===== src/rtl/seg_pkg.sv =====
// Shared definitions for the 7-segment scan reader.
//   - Segment patterns for digits 0-9 and blank, bit order {a,b,c,d,e,f,g}, a = bit 6.
//   - BCD codes reported for a blank digit and for an unrecognised pattern.
//   - Stability tracker state encoding.
package seg_pkg;

  localparam logic [6:0] SEG_0     = 7'h7E;
  localparam logic [6:0] SEG_1     = 7'h30;
  localparam logic [6:0] SEG_2     = 7'h6D;
  localparam logic [6:0] SEG_3     = 7'h79;
  localparam logic [6:0] SEG_4     = 7'h33;
  localparam logic [6:0] SEG_5     = 7'h5B;
  localparam logic [6:0] SEG_6     = 7'h5F;
  localparam logic [6:0] SEG_7     = 7'h70;
  localparam logic [6:0] SEG_8     = 7'h7F;
  localparam logic [6:0] SEG_9     = 7'h7B;
  localparam logic [6:0] SEG_BLANK = 7'h00;

  localparam logic [3:0] BCD_BLANK   = 4'hF;
  localparam logic [3:0] BCD_INVALID = 4'hE;

  typedef enum logic [1:0] {
    WAIT,
    SETTLE,
    HELD
  } trk_state_e;

endpackage


===== src/rtl/seg_scan_reader_if.sv =====
// Frame delivery interface of the 7-segment scan reader.
//   frame_valid  frame available (master -> slave)
//   frame_ready  consumer accepts the frame (slave -> master)
//   bcd_out      digit i in bits [4i+3:4i] (master -> slave)
//   err_out      per-digit invalid-pattern flag (master -> slave)
//   overrun      sticky dropped-frame flag (master -> slave)
//   overrun_clr  synchronous clear of overrun (slave -> master)
interface seg_scan_reader_if #(
  parameter int unsigned NUM_DIGITS = 4
) ();

  logic                      frame_valid;
  logic                      frame_ready;
  logic [4*NUM_DIGITS-1:0]   bcd_out;
  logic [NUM_DIGITS-1:0]     err_out;
  logic                      overrun;
  logic                      overrun_clr;

  modport master (
    output frame_valid,
    output bcd_out,
    output err_out,
    output overrun,
    input  frame_ready,
    input  overrun_clr
  );

  modport slave (
    input  frame_valid,
    input  bcd_out,
    input  err_out,
    input  overrun,
    output frame_ready,
    output overrun_clr
  );

endinterface


===== src/rtl/seg_to_bcd.sv =====
// Combinational 7-segment pattern to BCD decoder (inverse of the BCD-to-7-segment encoder).
//   seg  in   7-bit pattern {a,b,c,d,e,f,g}
//   bcd  out  decoded digit, BCD_BLANK for a dark digit, BCD_INVALID otherwise
//   err  out  1 when the pattern is neither a digit nor blank
module seg_to_bcd
  import seg_pkg::*;
(
  input  logic [6:0] seg,
  output logic [3:0] bcd,
  output logic       err
);

  always_comb begin
    bcd = BCD_INVALID;
    err = 1'b0;
    unique case (seg)
      SEG_0:     bcd = 4'd0;
      SEG_1:     bcd = 4'd1;
      SEG_2:     bcd = 4'd2;
      SEG_3:     bcd = 4'd3;
      SEG_4:     bcd = 4'd4;
      SEG_5:     bcd = 4'd5;
      SEG_6:     bcd = 4'd6;
      SEG_7:     bcd = 4'd7;
      SEG_8:     bcd = 4'd8;
      SEG_9:     bcd = 4'd9;
      SEG_BLANK: bcd = BCD_BLANK;
      default: begin
        bcd = BCD_INVALID;
        err = 1'b1;
      end
    endcase
  end

endmodule


===== src/rtl/seg_scan_reader.sv =====
// Multiplexed 7-segment display reader.
// Synchronizes the segment and digit-select lines, waits for each scanned pattern to be stable,
// decodes it back to BCD and assembles one value per digit position into a frame that is
// delivered over a valid/ready handshake.
//   clk      in   clock, rising edge
//   rst      in   asynchronous active-high reset
//   seg_in   in   segment lines {a,b,c,d,e,f,g}
//   dig_sel  in   one-hot digit enables
//   bus      frame output interface (frame_valid/ready, bcd_out, err_out, overrun, overrun_clr)
module seg_scan_reader
  import seg_pkg::*;
#(
  parameter int unsigned NUM_DIGITS  = 4,
  parameter int unsigned STABLE_CYC  = 4,
  parameter int unsigned SYNC_STAGES = 2
) (
  input  logic                  clk,
  input  logic                  rst,
  input  logic [6:0]            seg_in,
  input  logic [NUM_DIGITS-1:0] dig_sel,
  seg_scan_reader_if.master     bus
);

  localparam int unsigned CntW = $clog2(STABLE_CYC + 1);
  localparam int unsigned SmpW = NUM_DIGITS + 7;

  // Input synchronizers
  logic [SYNC_STAGES-1:0][6:0]            seg_sync_q;
  logic [SYNC_STAGES-1:0][NUM_DIGITS-1:0] dig_sync_q;
  logic [6:0]                             seg_s;
  logic [NUM_DIGITS-1:0]                  dig_s;

  always_ff @(posedge clk or posedge rst) begin
    if (rst) begin
      seg_sync_q <= '0;
      dig_sync_q <= '0;
    end else begin
      seg_sync_q <= {seg_sync_q[SYNC_STAGES-2:0], seg_in};
      dig_sync_q <= {dig_sync_q[SYNC_STAGES-2:0], dig_sel};
    end
  end

  assign seg_s = seg_sync_q[SYNC_STAGES-1];
  assign dig_s = dig_sync_q[SYNC_STAGES-1];

  // Stability tracker
  trk_state_e      state_q, state_d;
  logic [CntW-1:0] cnt_q, cnt_d;
  logic [SmpW-1:0] prev_q;
  logic            same;
  logic            dig_onehot;
  logic            capture;

  assign same       = ({dig_s, seg_s} == prev_q);
  assign dig_onehot = $onehot(dig_s);

  always_ff @(posedge clk or posedge rst) begin
    if (rst) begin
      state_q <= WAIT;
      cnt_q   <= '0;
      prev_q  <= '0;
    end else begin
      state_q <= state_d;
      cnt_q   <= cnt_d;
      prev_q  <= {dig_s, seg_s};
    end
  end

  always_comb begin
    state_d = state_q;
    cnt_d   = cnt_q;
    capture = 1'b0;
    if (!dig_onehot) begin
      state_d = WAIT;
      cnt_d   = '0;
    end else if (state_q == HELD && same) begin
      state_d = HELD;
    end else begin
      // The count includes the current sample, so a fresh pattern starts at 1.
      if (state_q == SETTLE && same) begin
        cnt_d = (cnt_q >= CntW'(STABLE_CYC)) ? cnt_q : cnt_q + 1'b1;
      end else begin
        cnt_d = CntW'(1);
      end
      if (cnt_d >= CntW'(STABLE_CYC)) begin
        capture = 1'b1;
        state_d = HELD;
      end else begin
        state_d = SETTLE;
      end
    end
  end

  // Decode
  logic [3:0] dec_bcd;
  logic       dec_err;

  seg_to_bcd u_dec (
    .seg (seg_s),
    .bcd (dec_bcd),
    .err (dec_err)
  );

  // Frame assembly and delivery
  logic [4*NUM_DIGITS-1:0] dig_q, dig_d;
  logic [NUM_DIGITS-1:0]   err_q, err_d;
  logic [NUM_DIGITS-1:0]   seen_q, seen_d;
  logic [4*NUM_DIGITS-1:0] bcd_out_q, bcd_out_d;
  logic [NUM_DIGITS-1:0]   err_out_q, err_out_d;
  logic                    frame_valid_q, frame_valid_d;
  logic                    overrun_q, overrun_d;
  logic                    complete;
  logic                    drop;

  always_comb begin
    dig_d         = dig_q;
    err_d         = err_q;
    seen_d        = seen_q;
    bcd_out_d     = bcd_out_q;
    err_out_d     = err_out_q;
    frame_valid_d = frame_valid_q && !bus.frame_ready;
    complete      = 1'b0;
    drop          = 1'b0;

    if (capture) begin
      for (int i = 0; i < int'(NUM_DIGITS); i++) begin
        if (dig_s[i]) begin
          dig_d[4*i +: 4] = dec_bcd;
          err_d[i]        = dec_err;
        end
      end
      seen_d = seen_q | dig_s;
      if (&seen_d) begin
        complete = 1'b1;
        seen_d   = '0;
      end
    end

    // The completing digit comes from dig_d so it reaches the output on the capture edge.
    if (complete) begin
      if (!frame_valid_q || bus.frame_ready) begin
        bcd_out_d     = dig_d;
        err_out_d     = err_d;
        frame_valid_d = 1'b1;
      end else begin
        drop = 1'b1;
      end
    end

    if (drop) begin
      overrun_d = 1'b1;
    end else if (bus.overrun_clr) begin
      overrun_d = 1'b0;
    end else begin
      overrun_d = overrun_q;
    end
  end

  always_ff @(posedge clk or posedge rst) begin
    if (rst) begin
      dig_q         <= '0;
      err_q         <= '0;
      seen_q        <= '0;
      bcd_out_q     <= '0;
      err_out_q     <= '0;
      frame_valid_q <= 1'b0;
      overrun_q     <= 1'b0;
    end else begin
      dig_q         <= dig_d;
      err_q         <= err_d;
      seen_q        <= seen_d;
      bcd_out_q     <= bcd_out_d;
      err_out_q     <= err_out_d;
      frame_valid_q <= frame_valid_d;
      overrun_q     <= overrun_d;
    end
  end

  assign bus.frame_valid = frame_valid_q;
  assign bus.bcd_out     = bcd_out_q;
  assign bus.err_out     = err_out_q;
  assign bus.overrun     = overrun_q;

endmodule

===== src/flat_wrapper.sv =====
// flat-port wrapper written by rule: the top's interface ports become plain ports
module seg_scan_reader_flat import seg_pkg::*;
#(
  parameter int unsigned NUM_DIGITS  = 4,
  parameter int unsigned STABLE_CYC  = 4,
  parameter int unsigned SYNC_STAGES = 2
)
  (clk, rst, seg_in, dig_sel, bus_frame_valid, bus_bcd_out, bus_err_out, bus_overrun, bus_frame_ready, bus_overrun_clr);
  seg_scan_reader_if #(.NUM_DIGITS(NUM_DIGITS)) bus_i ();
  input  logic clk;
  input  logic rst;
  input  logic [6:0] seg_in;
  input  logic [NUM_DIGITS-1:0] dig_sel;
  output wire logic [$bits(bus_i.frame_valid)-1:0] bus_frame_valid;
  output wire logic [$bits(bus_i.bcd_out)-1:0] bus_bcd_out;
  output wire logic [$bits(bus_i.err_out)-1:0] bus_err_out;
  output wire logic [$bits(bus_i.overrun)-1:0] bus_overrun;
  input wire logic [$bits(bus_i.frame_ready)-1:0] bus_frame_ready;
  input wire logic [$bits(bus_i.overrun_clr)-1:0] bus_overrun_clr;
  assign bus_frame_valid = bus_i.frame_valid;
  assign bus_bcd_out = bus_i.bcd_out;
  assign bus_err_out = bus_i.err_out;
  assign bus_overrun = bus_i.overrun;
  assign bus_i.frame_ready = bus_frame_ready;
  assign bus_i.overrun_clr = bus_overrun_clr;
  seg_scan_reader #(.NUM_DIGITS(NUM_DIGITS), .STABLE_CYC(STABLE_CYC), .SYNC_STAGES(SYNC_STAGES)) u_core (.clk(clk), .rst(rst), .seg_in(seg_in), .dig_sel(dig_sel), .bus(bus_i));
endmodule

===== config.mk =====
export PLATFORM = sky130hd
export DESIGN_NAME = seg_scan_reader_flat
export DESIGN_NICKNAME = d
export VERILOG_FILES = /design/src/rtl/seg_pkg.sv /design/src/rtl/seg_scan_reader_if.sv /design/src/rtl/seg_to_bcd.sv /design/src/rtl/seg_scan_reader.sv /design/src/flat_wrapper.sv
export SDC_FILE = /design/constraint.sdc
export NUM_CORES = 1
export LEC_CHECK = 0
export BUFFER_PORTS_ARGS = -buffer_cell sky130_fd_sc_hd__buf_2
export CORE_UTILIZATION = 58
export DETAILED_ROUTE_END_ITERATION = 8
export PLACE_DENSITY = 0.76
export SLEW_MARGIN = 10
export SYNTH_ARGS = -nofsm -noshare
export SYNTH_HDL_FRONTEND = slang
export SYNTH_SLANG_ARGS = --single-unit

===== constraint.sdc =====
create_clock -name clk -period 9.5 [get_ports clk]
set_input_delay 2.85 -clock clk [delete_from_list [all_inputs] [get_ports clk]]
set_output_delay 2.85 -clock clk [all_outputs]
set_load 0.02 [all_outputs]

Word level (Yosys, flattened, before mapping) --
Index checks and enable logic that the tools add are counted.
Word-level totals: register bits after elaboration 84, input port bits 15, word-level logic and storage cells 80
Operators by class: add/sub/neg operators 4, $lt $le $gt $ge 2, equality and inequality tests 15, mux-type cells 33, bitwise operators 1, reductions and logical operators 11
Operators with widths (number):
- $eq A7 B7 Y1 const B | 8
- $pmux W4 S11 | 1
- $mux W4 | 6
- $mux W3 | 6
- $mux W1 | 16
- $mux W16 | 1
- $eq A7 B6 Y1 const B | 2
- $eq A11 B11 Y1 | 1
- $reduce_or A11 Y1 | 1
- $logic_not A7 Y1 | 1
- $ge A3 B3 Y1 const B | 2
- $mux W2 | 3
- $add A1 B1 Y2 | 2
- $or A4 B4 Y4 | 1
- $reduce_and A4 Y1 | 1
- $add A3 B1 Y3 const B | 1
- $add A3 B3 Y3 | 1
- $eq A3 B1 Y1 const B | 1
- $logic_and A1 B1 Y1 | 3
- $eq A2 B1 Y1 const B | 1
- $eq A2 B2 Y1 const B | 1
- $logic_not A1 Y1 | 2
- $ne A2 B2 Y1 const B | 1
- $reduce_and A2 Y1 | 1
- other kinds (2) | 2

Logic depth before layout (Yosys ltp) --
word-level depth 12, gate-level depth with buffers 10

Modules after synthesis --
From an unflattened synthesis, not the netlist that was laid out.
Second synthesis, totals: cell total of the unflattened synthesis 257, area, all modules 3626.0 sq um
Modules (own cells, without submodules):
- seg_scan_reader | instances 1, cells an instance 222, area an instance 3390.8 sq um
- seg_to_bcd | instances 1, cells an instance 35, area an instance 235.2 sq um

Worst setup path before layout --
Ideal clock, no wire load.
path type input port to flip-flop, start input port bus_frame_ready, end register u_core.bcd_out_q[11], in the netlist u_core.bus.bcd_out[11], setup time 0.125 ns, data arrival time 3.640 ns, required time 9.375 ns, setup slack 5.735 ns, stages 4, cells stage by stage nand2b_1 -> nand3_4 -> buf_4 -> mux2_2
On the way: word-level cells in the longest chain between the ends 2
RTL lines:
- from (decl) | line flat_wrapper.sv:18 | input wire logic [$bits(bus_i.frame_ready)-1:0] bus_frame_ready;
- $logic_or A1 B1 Y1 | line seg_scan_reader.sv:141 | if (!frame_valid_q || bus.frame_ready) begin
- $reduce_and A2 Y1 (no source line)
- to (signal assigned) | line seg_scan_reader.sv:172 | bcd_out_q <= bcd_out_d;
- to (decl) | line seg_scan_reader.sv:108 | logic [4*NUM_DIGITS-1:0] bcd_out_q, bcd_out_d;
No other way between the ends. A chain may end at the register's enable or synchronous reset.

Worst setup path after layout --
start register u_core.bcd_out_q[5], in the netlist u_core.bus.bcd_out[5], end output port bus_bcd_out[5]
RTL lines:
- to (decl) | line flat_wrapper.sv:15 | output wire logic [$bits(bus_i.bcd_out)-1:0] bus_bcd_out;
No word-level cell between the ends.

==> tab_implementation.tex <==
\begin{tabular}{lr}
\hline
Metric & Value \\
\hline
\multicolumn{2}{l}{\textbf{Die}} \\
Vertical extent of the die & 78.5 um \\
Die area & 0.00616 mm\^{}2 \\
Std-Cell Core Area & 0.00557 mm\^{}2 \\
Initial core utilization & 60.8\% \\
Width of the chip & 78.5 um \\
Site row count & 27 \\
I/O pin count & 37 \\
\multicolumn{2}{l}{\textbf{Synth}} \\
Top\_reg\_cell synth & sky130\_fd\_sc\_hd\_\_dfrtp\_1 \\
Post-synthesis sequential area ratio & 62.0\% \\
Count of synthesis-stage warnings from yosys & 0 \\
Post-synthesis cell type count & 47 \\
Synth top area share & 62.0\% \\
Share of flip-flops with an asynchronous set or reset after synthesis & 100\% \\
Per-instance average area after synthesis & 13.4 um\^{}2 \\
Cell count after synthesis & 253 \\
Syn nets & 274 \\
Register bit total from synthesis & 84 \\
Number of enable-type register cells in the synthesized netlist & 0 \\
Leading cell types by total area after synthesis & sky130\_fd\_sc\_hd\_\_dfrtp\_1, sky130\_fd\_sc\_hd\_\_mux2\_1, sky130\_fd\_sc\_hd\_\_mux2i\_1, sky130\_fd\_sc\_hd\_\_mux2\_2, sky130\_fd\_sc\_hd\_\_xnor2\_1 \\
Area of the mapped netlist & 0.00339 mm\^{}2 \\
Post-synth top area cell & sky130\_fd\_sc\_hd\_\_dfrtp\_1 \\
\multicolumn{2}{l}{\textbf{Final layout}} \\
Final net count & 311 \\
Area grow syn2layout & 12.0\% \\
Area taken by multi-input logic gates & 0.00114 mm\^{}2 \\
Number of antenna diodes & 0 \\
Fraction of final layout cells with drive strength greater than 1 & 25.8\% \\
Most frequent standard cell in the layout excluding fill and tap cells & sky130\_fd\_sc\_hd\_\_dfrtp\_1 \\
Count of fill cells added during filler insertion & 410 \\
Most used cells in the layout excluding fill and tap cells & sky130\_fd\_sc\_hd\_\_dfrtp\_1, sky130\_fd\_sc\_hd\_\_buf\_2, sky130\_fd\_sc\_hd\_\_inv\_1, sky130\_fd\_sc\_hd\_\_mux2\_1, sky130\_fd\_sc\_hd\_\_nor2\_1 \\
Core occupancy in the finished layout & 68.1\% \\
Register cell area after layout & 0.00210 mm\^{}2 \\
\multicolumn{2}{l}{\textbf{Setup path}} \\
CP Launch Type & register \\
Delay-heaviest family, CP & flip-flops \\
Delay contributed by the slowest stage of the critical path & 0.39 ns \\
Worst path buffer plus inverter count & 1 \\
Worst reg2reg path startpoint & u\_core.dig\_s[2] \\
Stages on worst setup path & 1 \\
Worst Setup End Kind & primary output \\
Terminus of the critical flop-to-flop path & u\_core.bus.bcd\_out[10] \\
Data arrival time at the worst-slack endpoint & 0.90 ns \\
R2r setup slk & 5.92 ns \\
Critical path data required time & 6.65 ns \\
Worst Path Max Fanout & 2 \\
Crit-path cells & buf\_2 \\
Standard cell with the maximum stage delay on the critical path & sky130\_fd\_sc\_hd\_\_dfrtp\_1 \\
Worst reg2reg path depth & 9 \\
Crit Path Category & register to primary output \\
\multicolumn{2}{l}{\textbf{CTS}} \\
Clock transition at the register clock pins on the worst setup and hold paths after CTS & 0.08 ns \\
Number of buffers added to fix hold violations after cts & 0 \\
Root Buffer Master & sky130\_fd\_sc\_hd\_\_clkbuf\_8 \\
CTS H-Tree Depth & 3 \\
Number of sinks on the clock net & 84 \\
Total setup buffers inserted after CTS & 0 \\
CTS tree & done \\
Skew-Pair Late Insertion Delay & 0.34 ns \\
CTS Buffer Depth & 2 \\
Post-cts resize count & 0 \\
Total CTS buffers & 9 \\
\multicolumn{2}{l}{\textbf{Route}} \\
1st-iter DRT viols & 140 \\
Total vias in the final route & 1938 \\
Final routed wire length divided by cell count & 14.1 um \\
Pre-antenna DRT Iters & 4 \\
Detail-routed via count per cell & 5.28 \\
Detailed-route DRC error count & 0 \\
Routed wire length & 5.19 mm \\
Post-route ant nets & 0 \\
\multicolumn{2}{l}{\textbf{GRT}} \\
Aggregate global routing overflow & 0 \\
Antenna violations before repair & 0 \\
Overall track demand over capacity in global routing & 19.4\% \\
First-pass GRT wire length & 8.93 mm \\
Via count of the first global-routing pass & 1866 \\
Largest net degree at the start of global routing & 85 \\
\multicolumn{2}{l}{\textbf{STA}} \\
Max Fclk & 267 MHz \\
Max-Slew Margin vs Limit & 33.1\% \\
Minimum setup slack in the final design & 5.75 ns \\
Final Max Slew Viols & 0 \\
Transition time of the tightest slew-check pin & 1.00 ns \\
Period utilisation layout & 39.4\% \\
Worst hold slack across all endpoints & 0.352 ns \\
Minimum clock period after layout & 3.75 ns \\
Hold Violations, Final & 0 \\
Setup TNS & 0 ns \\
Number of endpoints failing setup at the final stage & 0 \\
Layout Skew & 0.00730 ns \\
RSZ-0062 raised after global routing & false \\
\multicolumn{2}{l}{\textbf{Place}} \\
Routability cong. & 0.826 \\
Port Buffer Count & 36 \\
Post-Place Worst Slack & 5.51 ns \\
DP HPWL & 3.43 mm \\
\multicolumn{2}{l}{\textbf{Worst hold path}} \\
Worst min path class & register to register \\
Number of cells on the worst hold path & 0 \\
Hold wc startpoint & u\_core.seg\_sync\_q[5] \\
Terminating pin of the worst hold path & u\_core.seg\_s[5] \\
\multicolumn{2}{l}{\textbf{Flow run}} \\
Number of max-cap violations & 0 \\
\multicolumn{2}{l}{\textbf{Pwr}} \\
Power density of the placed cells & 181 mW/mm\^{}2 \\
Peak supply drop & 0.123 mV \\
Leakage power & 1.90 nW \\
Power Total & 688 uW \\
\multicolumn{2}{l}{\textbf{Outcome}} \\
Run status & finished, final reports clean \\
\hline
\end{tabular}
-- through the flow --
step                      cells  instance area [um^2]
after global routing        367                  3800
after detailed placement    351                  3570
final                       367                  3800
after global placement      351                  3570
after CTS                   367                  3800
after floorplan             253                  3390
-- routing by layer --
layer / track usage (%) / share of wire (%)
met1: 27.7 / 48
met2: 28.2 / 46
met3: 4.07 / 3.3
met4: 10.0 / 2.4
met5: 0 / 0
-- power by group --
group / total, mW / internal, mW / switching [mW]
Combinational: 0.0327 / 0.0139 / 0.0188
Clock: 0.280 / 0.156 / 0.124
Sequential: 0.375 / 0.366 / 0.00920
-- state kept, by name (all words and copies together) (netlist names) --
| register | cells |
|---|---|
| u_core.state_q | 2 |
| u_core.seg_sync_q | 7 |
| u_core.err_q | 4 |
| u_core.prev_q | 11 |
| u_core.bus.bcd_out | 16 |
| u_core.dig_q | 16 |
| u_core.cnt_q | 3 |
| u_core.bus.overrun | 1 |
| u_core.bus.frame_valid | 1 |
| u_core.dig_sync_q | 4 |
| u_core.seen_q | 4 |
| u_core.dig_s | 4 |
| u_core.bus.err_out | 4 |
| u_core.seg_s | 7 |
-- how the worst max path moves through the flow --
stage	start	end
finish	u_core.bus.bcd_out[5]	bus_bcd_out[5]
global placement	bus_frame_ready	u_core.bus.bcd_out[7]
global route	u_core.bus.bcd_out[5]	bus_bcd_out[5]
detailed placement	bus_frame_ready	u_core.bus.bcd_out[2]
floorplan	rst	u_core.bus.bcd_out[0]
CTS	u_core.bus.bcd_out[5]	bus_bcd_out[5]
-- logic make-up (layout without fill, tap and decap cells) --
family,Yosys count,count (layout),synth area share (%)
adder cells (fa/ha/maj),6,6,2.44
multiplexers,36,36,11.8
AND/OR/NAND/NOR,63,63,11.5
XOR/XNOR,12,12,3.32
AO/OA/AOI/OAI,26,26,4.46
buffers and inverters,26,68,4.50
flip-flops,84,84,62.0
-- area by class of cell --
cell class	count	share of cell area (%)
timing repair buffer	37	4.94
multi-input combinational	143	29.9
sequential	84	55.3
inverter	15	1.52
tap	72	2.37
clock inverter	5	2.21
clock buffer	11	3.72
-- cell usage after synthesis (5+ instances only) --
master	instances
sky130_fd_sc_hd__dfrtp_1	84
sky130_fd_sc_hd__mux2_1	14
sky130_fd_sc_hd__mux2_2	9
sky130_fd_sc_hd__nand3_1	5
sky130_fd_sc_hd__ha_1	5
sky130_fd_sc_hd__a21oi_1	5
sky130_fd_sc_hd__xnor2_1	9
sky130_fd_sc_hd__buf_6	5
sky130_fd_sc_hd__inv_1	15
sky130_fd_sc_hd__and3_1	6
sky130_fd_sc_hd__nand2_1	11
sky130_fd_sc_hd__nor2_1	13
sky130_fd_sc_hd__mux2i_1	11
sky130_fd_sc_hd__o21ai_0	9
Power figures use the tool's default switching activity.
